<file path="src/rtl/boss_ctrl.sv">
// rtl/boss_ctrl.sv - stage-3 boss sprite sequencer: patrol, walk animation, hurt window, hit points, death sequence
module boss_ctrl #(
    parameter int STAGE3     = 6,
    parameter int X_INIT     = 150,
    parameter int Y_INIT     = 40,
    parameter int X_MIN      = 20,
    parameter int X_MAX      = 290,
    parameter int SPEED      = 1,
    parameter int MOVE_DIV   = 1,
    parameter int ANIM_DIV   = 8,
    parameter int HP_INIT    = 5,
    parameter int HURT_TICKS = 16
) (
    input  logic       clk,
    input  logic       rst,
    input  logic [3:0] state,
    input  logic       tick,
    input  logic       hit,
    output logic [8:0] boss_x,
    output logic [8:0] boss_y,
    output logic [3:0] boss_state,
    output logic [3:0] boss_hp,
    output logic       boss_defeated
);

    localparam logic [2:0] S_IDLE   = 3'd0;
    localparam logic [2:0] S_PATROL = 3'd1;
    localparam logic [2:0] S_HURT   = 3'd2;
    localparam logic [2:0] S_DYING  = 3'd3;
    localparam logic [2:0] S_DEAD   = 3'd4;

    localparam logic [8:0] X_INIT9    = 9'(X_INIT);
    localparam logic [8:0] Y_INIT9    = 9'(Y_INIT);
    localparam logic [8:0] X_MIN9     = 9'(X_MIN);
    localparam logic [8:0] X_MAX9     = 9'(X_MAX);
    localparam logic [8:0] SPEED9     = 9'(SPEED);
    localparam logic [9:0] X_MAX10    = 10'(X_MAX);
    localparam logic [9:0] X_LO_TEST  = 10'(X_MIN + SPEED);
    localparam logic [9:0] SPEED10    = 10'(SPEED);
    localparam logic [3:0] HP_INIT4   = 4'(HP_INIT);
    localparam logic [7:0] ANIM_LAST  = 8'(ANIM_DIV - 1);
    localparam logic [7:0] MOVE_LAST  = 8'(MOVE_DIV - 1);
    localparam logic [7:0] HURT_LAST  = 8'(HURT_TICKS - 1);

    logic [2:0] fsm, fsm_n;
    logic       dir, dir_n;          // 1 = moving left
    logic [7:0] anim_cnt, anim_cnt_n;
    logic [1:0] anim_idx, anim_idx_n;
    logic [7:0] move_cnt, move_cnt_n;
    logic [7:0] hurt_cnt, hurt_cnt_n;
    logic [1:0] die_idx, die_idx_n;
    logic [8:0] x_n;
    logic [3:0] hp_n;
    logic [3:0] frame_n;

    logic       in_stage;
    logic       anim_wrap, move_wrap;
    logic [7:0] anim_step, move_step;
    logic [9:0] x_ext, x_right;

    assign in_stage  = (state == 4'(STAGE3));
    assign anim_wrap = (anim_cnt == ANIM_LAST);
    assign move_wrap = (move_cnt == MOVE_LAST);
    assign anim_step = anim_wrap ? 8'd0 : anim_cnt + 8'd1;
    assign move_step = move_wrap ? 8'd0 : move_cnt + 8'd1;
    assign x_ext     = {1'b0, boss_x};
    assign x_right   = x_ext + SPEED10;

    always_comb begin
        fsm_n      = fsm;
        dir_n      = dir;
        anim_cnt_n = anim_cnt;
        anim_idx_n = anim_idx;
        move_cnt_n = move_cnt;
        hurt_cnt_n = hurt_cnt;
        die_idx_n  = die_idx;
        x_n        = boss_x;
        hp_n       = boss_hp;

        // Leaving STAGE3 from any active state, or entering it from IDLE, restarts from init
        if ((fsm != S_IDLE && !in_stage) || (fsm == S_IDLE && in_stage)) begin
            fsm_n      = in_stage ? S_PATROL : S_IDLE;
            dir_n      = 1'b0;
            anim_cnt_n = 8'd0;
            anim_idx_n = 2'd0;
            move_cnt_n = 8'd0;
            hurt_cnt_n = 8'd0;
            die_idx_n  = 2'd0;
            x_n        = X_INIT9;
            hp_n       = HP_INIT4;
        end else begin
            case (fsm)
                S_IDLE: begin
                    if (tick) begin
                        anim_cnt_n = anim_step;
                        if (anim_wrap) anim_idx_n = anim_idx + 2'd1;
                    end
                end
                S_PATROL: begin
                    if (hit) begin
                        hp_n = boss_hp - 4'd1;
                        if (boss_hp == 4'd1) begin
                            fsm_n      = S_DYING;
                            die_idx_n  = 2'd0;
                            anim_cnt_n = 8'd0;
                        end else begin
                            fsm_n      = S_HURT;
                            hurt_cnt_n = 8'd0;
                        end
                    end else if (tick) begin
                        anim_cnt_n = anim_step;
                        if (anim_wrap) anim_idx_n = anim_idx + 2'd1;
                        move_cnt_n = move_step;
                        if (move_wrap) begin
                            if (!dir) begin
                                if (x_right >= X_MAX10) begin
                                    x_n   = X_MAX9;
                                    dir_n = 1'b1;
                                end else begin
                                    x_n = x_right[8:0];
                                end
                            end else begin
                                if (x_ext <= X_LO_TEST) begin
                                    x_n   = X_MIN9;
                                    dir_n = 1'b0;
                                end else begin
                                    x_n = boss_x - SPEED9;
                                end
                            end
                        end
                    end
                end
                S_HURT: begin
                    // The exit tick is spent on leaving HURT, not on a move
                    if (tick) begin
                        if (hurt_cnt == HURT_LAST) fsm_n = S_PATROL;
                        else                       hurt_cnt_n = hurt_cnt + 8'd1;
                    end
                end
                S_DYING: begin
                    if (tick) begin
                        anim_cnt_n = anim_step;
                        if (anim_wrap) begin
                            if (die_idx == 2'd2) fsm_n = S_DEAD;
                            else                 die_idx_n = die_idx + 2'd1;
                        end
                    end
                end
                default: ;
            endcase
        end

        case (fsm_n)
            S_IDLE:   frame_n = {2'b00, anim_idx_n};
            S_PATROL: frame_n = {1'b0, dir_n, anim_idx_n};
            S_HURT:   frame_n = 4'd8;
            S_DYING:  frame_n = 4'd9 + {2'b00, die_idx_n};
            default:  frame_n = 4'd12;
        endcase
    end

    always_ff @(posedge clk) begin
        if (rst) begin
            fsm           <= S_IDLE;
            dir           <= 1'b0;
            anim_cnt      <= 8'd0;
            anim_idx      <= 2'd0;
            move_cnt      <= 8'd0;
            hurt_cnt      <= 8'd0;
            die_idx       <= 2'd0;
            boss_x        <= X_INIT9;
            boss_y        <= Y_INIT9;
            boss_state    <= 4'd0;
            boss_hp       <= HP_INIT4;
            boss_defeated <= 1'b0;
        end else begin
            fsm           <= fsm_n;
            dir           <= dir_n;
            anim_cnt      <= anim_cnt_n;
            anim_idx      <= anim_idx_n;
            move_cnt      <= move_cnt_n;
            hurt_cnt      <= hurt_cnt_n;
            die_idx       <= die_idx_n;
            boss_x        <= x_n;
            boss_y        <= Y_INIT9;
            boss_state    <= frame_n;
            boss_hp       <= hp_n;
            boss_defeated <= (fsm_n == S_DEAD);
        end
    end

endmodule
</file>
<file path="config.mk">
export PLATFORM = sky130hd
export DESIGN_NAME = boss_ctrl
export DESIGN_NICKNAME = d
export VERILOG_FILES = /design/src/rtl/boss_ctrl.sv
export SDC_FILE = /design/constraint.sdc
export NUM_CORES = 1
export LEC_CHECK = 0
export CAP_MARGIN = 30
export CORE_MARGIN = 2
export CORE_UTILIZATION = 37
export CTS_CLUSTER_SIZE = 12
export DETAILED_ROUTE_END_ITERATION = 8
export PLACE_DENSITY_LB_ADDON = 0.05
export RECOVER_POWER = 100
export SYNTH_ARGS = -nofsm -noshare
export SYNTH_HDL_FRONTEND = slang
export SYNTH_SLANG_ARGS = --single-unit
</file>
<file path="constraint.sdc">
create_clock -name clk -period 2.7 [get_ports clk]
set_input_delay 0.54 -clock clk [delete_from_list [all_inputs] [get_ports clk]]
set_output_delay 0.54 -clock clk [all_outputs]
set_load 0.01 [all_outputs]
</file>
# ---- Yosys cells after proc, flatten, opt, wreduce, memory -nomap -nowiden
# Index checks and enable logic that the tools add are counted.
dict set report classes {
  mul 0
  shifts 0
  order_cmp 2
  reduce_logical 17
  muxes 45
  bitwise_logic 1
  n_eq_ne 17
  div 0
  addsub 9
}
# op count
set op_table {}
lappend op_table {{two-way mux 8 bit} 9}
lappend op_table {{one-hot mux 8 bit (2 select lines)} 2}
lappend op_table {{two-way mux 9 bit} 3}
lappend op_table {{adder 8 x 1 -> 8 bit, second input constant} 3}
lappend op_table {{two-way mux 3 bit} 7}
lappend op_table {{two-way mux 2 bit} 10}
lappend op_table {{one-hot mux 4 bit (4 select lines)} 1}
lappend op_table {{== test 3 x 2 -> 1 bit, second input constant} 4}
lappend op_table {{adder 9 x 1 -> 10 bit, second input constant} 1}
lappend op_table {{greater-or-equal comparator 10 x 9 -> 1 bit, second input constant} 1}
lappend op_table {{two-way mux 1 bit} 10}
lappend op_table {{<= comparator 9 x 5 -> 1 bit, second input constant} 1}
lappend op_table {{one-hot mux 3 bit (3 select lines)} 1}
lappend op_table {{subtractor 9 x 1 -> 9 bit, second input constant} 1}
lappend op_table {{== test 8 x 3 -> 1 bit, second input constant} 1}
lappend op_table {{== test 8 x 4 -> 1 bit, second input constant} 1}
lappend op_table {{zero test 8 bit} 1}
lappend op_table {{inequality test 2 bit, second input constant} 4}
lappend op_table {{one-hot mux 2 bit (2 select lines)} 2}
lappend op_table {{== test 3 x 1 -> 1 bit, second input constant} 2}
lappend op_table {{zero test 3 bit} 2}
lappend op_table {{AND reduction 5 bit} 1}
lappend op_table {{adder 2 x 1 -> 2 bit, second input constant} 2}
lappend op_table {{adder 4 x 2 -> 4 bit, first input constant} 1}
lappend op_table {{16 further kinds} 20}
dict set report totals {
  register_bits 50
  mem_count 0
  latch_bits 0
  rom_bits 0
  ram_bits 0
  out_inout_bits 27
  word_cells 102
  inputBits 8
}

# ---- Longest topological paths before layout
dict set report depth {
  ltp_word 10
  depth_mapped 9
  mapped_depth_nobuf 9
}

# ---- Worst setup path after synthesis
# Ideal clock, no wire load.
dict set report synth_path {
  path_kind {register to register}
  start {register boss_x[1]}
  end {register boss_state[2]}
  arrival_time_ps 2300
  required_time_ps 2631
  setup_slack_ps 331
  n_path_buf 1
  setup_ps 69
  path_stages_with_launch 10
  period_less_slack_ps 2369
  cell_sequence {dfxtp_1 clkbuf_1 inv_1 ha_1 nor2_1 a2111o_1 a21boi_1 nor3_1 a2111o_1 o21ai_1}
}
dict set report synth_between {
  elab_chain_len 10
  word_cells_on_any_way 12
  cone_classes {1 x add/sub; 2 x order compare; 9 x mux}
}
# element line_no
set synth_rtl {}
lappend synth_rtl {{start, declared} 19} ;# output logic [8:0] boss_x,
lappend synth_rtl {{start signal, assigned} 184} ;# boss_x <= x_n;
lappend synth_rtl {{adder 9 x 1 -> 10 bit} 67} ;# assign x_right = x_ext + SPEED10;
lappend synth_rtl {{greater-or-equal comparator 10 x 9 -> 1 bit} 116} ;# if (x_right >= X_MAX10) begin
lappend synth_rtl {{two-way mux 1 bit} 116}
lappend synth_rtl {{two-way mux 1 bit *} 115} ;# if (!dir) begin
lappend synth_rtl {{two-way mux 1 bit *} 114} ;# if (move_wrap) begin
lappend synth_rtl {{two-way mux 1 bit *} 110} ;# end else if (tick) begin
lappend synth_rtl {{two-way mux 1 bit *} 100} ;# if (hit) begin
lappend synth_rtl {{two-way mux 1 bit *} 92} ;# case (fsm)
lappend synth_rtl {{two-way mux 1 bit *} 81} ;# if ((fsm != S_IDLE && !in_stage) || (fsm == S_IDLE && in_stage)) begin
lappend synth_rtl {{one-hot mux 4 bit (4 select lines) *} 153} ;# case (fsm_n)
lappend synth_rtl {{end signal, assigned} 186} ;# boss_state <= frame_n;
lappend synth_rtl {{end, declared} 21} ;# output logic [3:0] boss_state,
# Mark *: on every way between the ends. The rest lies on a longest branch, timed or not.
# A chain may end at the register's enable or synchronous reset.

# ---- Final worst setup path
dict set report layout_path {
  start {register anim_cnt[0]}
  end {register boss_state[0]}
}
dict set report layout_between {
  elab_chain_len 7
  word_cells_on_any_way 20
  cone_classes {1 x add/sub; 4 x eq/ne; 14 x mux; 1 x reduce/logical}
}
# element line_no
set layout_rtl {}
lappend layout_rtl {{start, declared} 47} ;# logic [7:0] anim_cnt, anim_cnt_n;
lappend layout_rtl {{start signal, assigned} 179} ;# anim_cnt <= anim_cnt_n;
lappend layout_rtl {{== test 8 x 3 -> 1 bit *} 62} ;# assign anim_wrap = (anim_cnt == ANIM_LAST);
lappend layout_rtl {{two-way mux 2 bit, or another cell as far along} 143} ;# if (anim_wrap) begin
lappend layout_rtl {{two-way mux 2 bit, or another cell as far along} 141} ;# if (tick) begin
lappend layout_rtl {{one-hot mux 2 bit (2 select lines), or another cell as far along} 92}
lappend layout_rtl {{two-way mux 2 bit, or another cell as far along} 81}
lappend layout_rtl {{adder 4 x 2 -> 4 bit, or another cell as far along} 157} ;# S_DYING: frame_n = 4'd9 + {2'b00, die_idx_n};
lappend layout_rtl {{one-hot mux 4 bit (4 select lines) *} 153}
# Marks and branches as above.

==> flow_summary.yaml <==
outcome:
  outcome: "finished clean"
detailed_routing:
  first_iter_violations: 139
  avgRoutedWirePerCell_um: 13.97
  wl_um: 7433
  ant_nets: 0
  viasPerCell: 5.301
  firstDrtPassIters: 4
  vias: 2820
  drc_errors: 0
clock_tree:
  post_cts_buffers: 0
  clk_path_buf_depth: 2
  clock_latency_ps: 310
  cts_tree: "built"
  clkSlewWorstSetupHoldPaths_ps: 100
  h-tree-depth: 2
  clkSinkCount: 50
  post_cts_resized: 0
  postCtsHoldBufs: 0
  ctsRootBufferMaster: "clkbuf_8"
  cts_buffers: 5
setup_path:
  critPathRequiredTime_ps: 2920
  cp-end-kind: "register"
  arrival_ps: 2710
  crit_path_max_fanout: 5
  cp-start-kind: "register"
  crit_type: "reg -> reg"
grt:
  grt_pass1_wl_um: 12400
  grt_max_degree: 19
  first_global_vias: 2527
  grt.overflow.total: 0
  antenna_found_initial: 0
  grt_usage_pct: 17.50
synth:
  synth_cell_types: 64
  ys_async_sr_fraction_pct: 0
  synth-simple-area-share_pct: 27.09
  yosysSeqAreaShare_pct: 32.69
  synth_top_family_by_area: "simple AND/OR/NAND/NOR gates"
  ys_ff_latch: 50
  synth-xor-area-share_pct: 7.438
  synthAdderAreaFrac_pct: 4.904
  synth_mux_area_share_pct: 2.043
  syn_inst: 384
  synthFlopType: "dfxtp_1"
  syn_area_mm2: 0.003062
  synth_compound_area_share_pct: 18.84
  synth_edf_count: 0
  yosysWarnings: 0
  avgSynthCellArea_um2: 7.973
sta:
  skew_ps: 5.986
  timing.fmax_mhz: 402.4
  worst_slew_pin_slew_ps: 644.5
  final_hold_viol_count: 0
  hold_slack_ps: 514.0
  finalCritPeriodShare_pct: 92.03
  final-setup-viol-count: 0
  relSlewSlack_pct: 56.58
  rsz0062_at_grt: "false"
  finalMaxSlewViolations: 0
  fin_crit_ps: 2485
  setup_tns_ps: 0
layout:
  diodes: 0
  area_growth_pct: 19.08
  drive_above_1_share_pct: 9.368
  nets: 446
pwr:
  power_density_mw_per_mm2: 374.5
  p_leak_nw: 1.364
  peakVddDrop_mv: 0.2322
placement:
  io_buffer_count: 25
  dp_hpwl_um: 5546
  gp_congestion: 0.8219
die:
  start_util_pct: 37.64
  num_rows: 33
  io_pins: 35
  fp.dieH_um: 94.97
  core_mm2: 0.008134
  dieArea_mm2: 0.009018
  fp.dieW_um: 94.97
min_path:
  hold_path_class: "reg -> reg"
job:
  cap_violations: 0
[report_power, final]
part / switching [mW] / internal [mW]
Sequential: 0.00454 / 0.740
Clock: 0.271 / 0.277
Combinational: 0.0461 / 0.0269
[state kept, by name (all words and copies together) (netlist names)]
name and count:
anim_idx 2, boss_state 4, boss_defeated 1, fsm 3, hurt_cnt 8, boss_hp 4
anim_cnt 8, dir 1, boss_x 9, die_idx 2, move_cnt 8
[layout by cell type (no fill, tap or decap), types with 6 or more instances in the layout]
cell type,instances
ha_1,12
conb_1,9
xor2_1,15
a31oi_1,7
o21ai_0,10
a21oi_1,17
nand4_1,7
nand2_1,32
nand3_1,13
dlygate4sd3_1,17
nor2_1,57
and3_1,6
nor3_1,16
inv_1,20
clkdlybuf4s50_1,8
dfxtp_1,50
buf_4,23
xnor2_1,11
[cell usage after synthesis, types with 3 or more instances]
cell type / instances / area share, %
a21oi_1: 17 / 2.8
a311oi_1: 3 / 0.86
a31oi_1: 7 / 1.4
and2_1: 5 / 1.0
and3_1: 6 / 1.2
buf_4: 9 / 2.2
clkbuf_1: 16 / 2.0
dfxtp_1: 50 / 33
ha_1: 12 / 4.9
inv_1: 20 / 2.5
mux2i_1: 4 / 1.3
nand2_1: 32 / 3.9
nand2b_1: 3 / 0.61
nand3_1: 13 / 2.1
nand4_1: 7 / 1.4
nand4bb_1: 3 / 1.1
nor2_1: 57 / 7.0
nor3_1: 16 / 2.6
nor4_1: 4 / 0.82
o21ai_0: 10 / 1.6
or3_1: 4 / 0.82
xnor2_1: 11 / 3.1
xor2_1: 15 / 4.3
[logic make-up after synthesis]
group | count (synthesis)
buffers and inverters | 46
adder cells (fa/ha/maj) | 12
other | 2
XOR/XNOR | 26
AND/OR/NAND/NOR | 164
flip-flops | 50
multiplexers | 6
AO/OA/AOI/OAI | 78
[worst paths after layout]
check	slack, ps	from	endpoint	cells past startpoint
setup reg to reg	220	anim_cnt[0]	boss_state[0]	6
setup / recovery	220	anim_cnt[0]	boss_state[0]	6
hold reg to reg	510	boss_x[0]	boss_x[0]	2
hold / removal	510	boss_x[0]	boss_x[0]	2
[metal layers]
metal / part of all wire [%] / GRT usage [%]
met1: 53 / 25.61
met2: 42 / 26.18
met3: 3.8 / 2.953
met5: 0 / 0
met4: 0.90 / 5.193
[per-stage QoR]
| stage | worst slack [ps] | area (µm²) | std cells | total power, mW | utilization (%) |
|---|---|---|---|---|---|
| final | 215.2 | 3646 | 532 | 1.366 | 44.82 |
| after global routing | 45.31 | 3646 | 532 | 1.429 | 44.82 |
| after CTS | 166.8 | 3666 | 532 | 1.394 | 45.07 |
| after detailed placement | 88.01 | 3556 | 524 | 0.8377 | 43.72 |
| after global placement | 108.7 | 3556 | 524 | 0.8380 | 43.72 |
| after floorplan | 330.8 | 3088 | 391 | 0.8143 | - |
[cell type report]
type	count	area [µm²]
Sequential cell	50	1001
Fill cell	857	4488
Tap cell	105	131.4
Multi-Input combinational cell	295	1878
Inverter	20	75.07
Clock buffer	6	72.57
Clock inverter	2	37.54
Timing Repair Buffer	54	450.4
[worst max-delay path, stage by stage (launching register included)]
cell	delay [ps]
dfxtp_1	410
ha_1	200
or4b_4	510
o41a_1	450
o221ai_4	210
or3b_1	370
a211oi_1	250
Power figures use the tool's default switching activity.
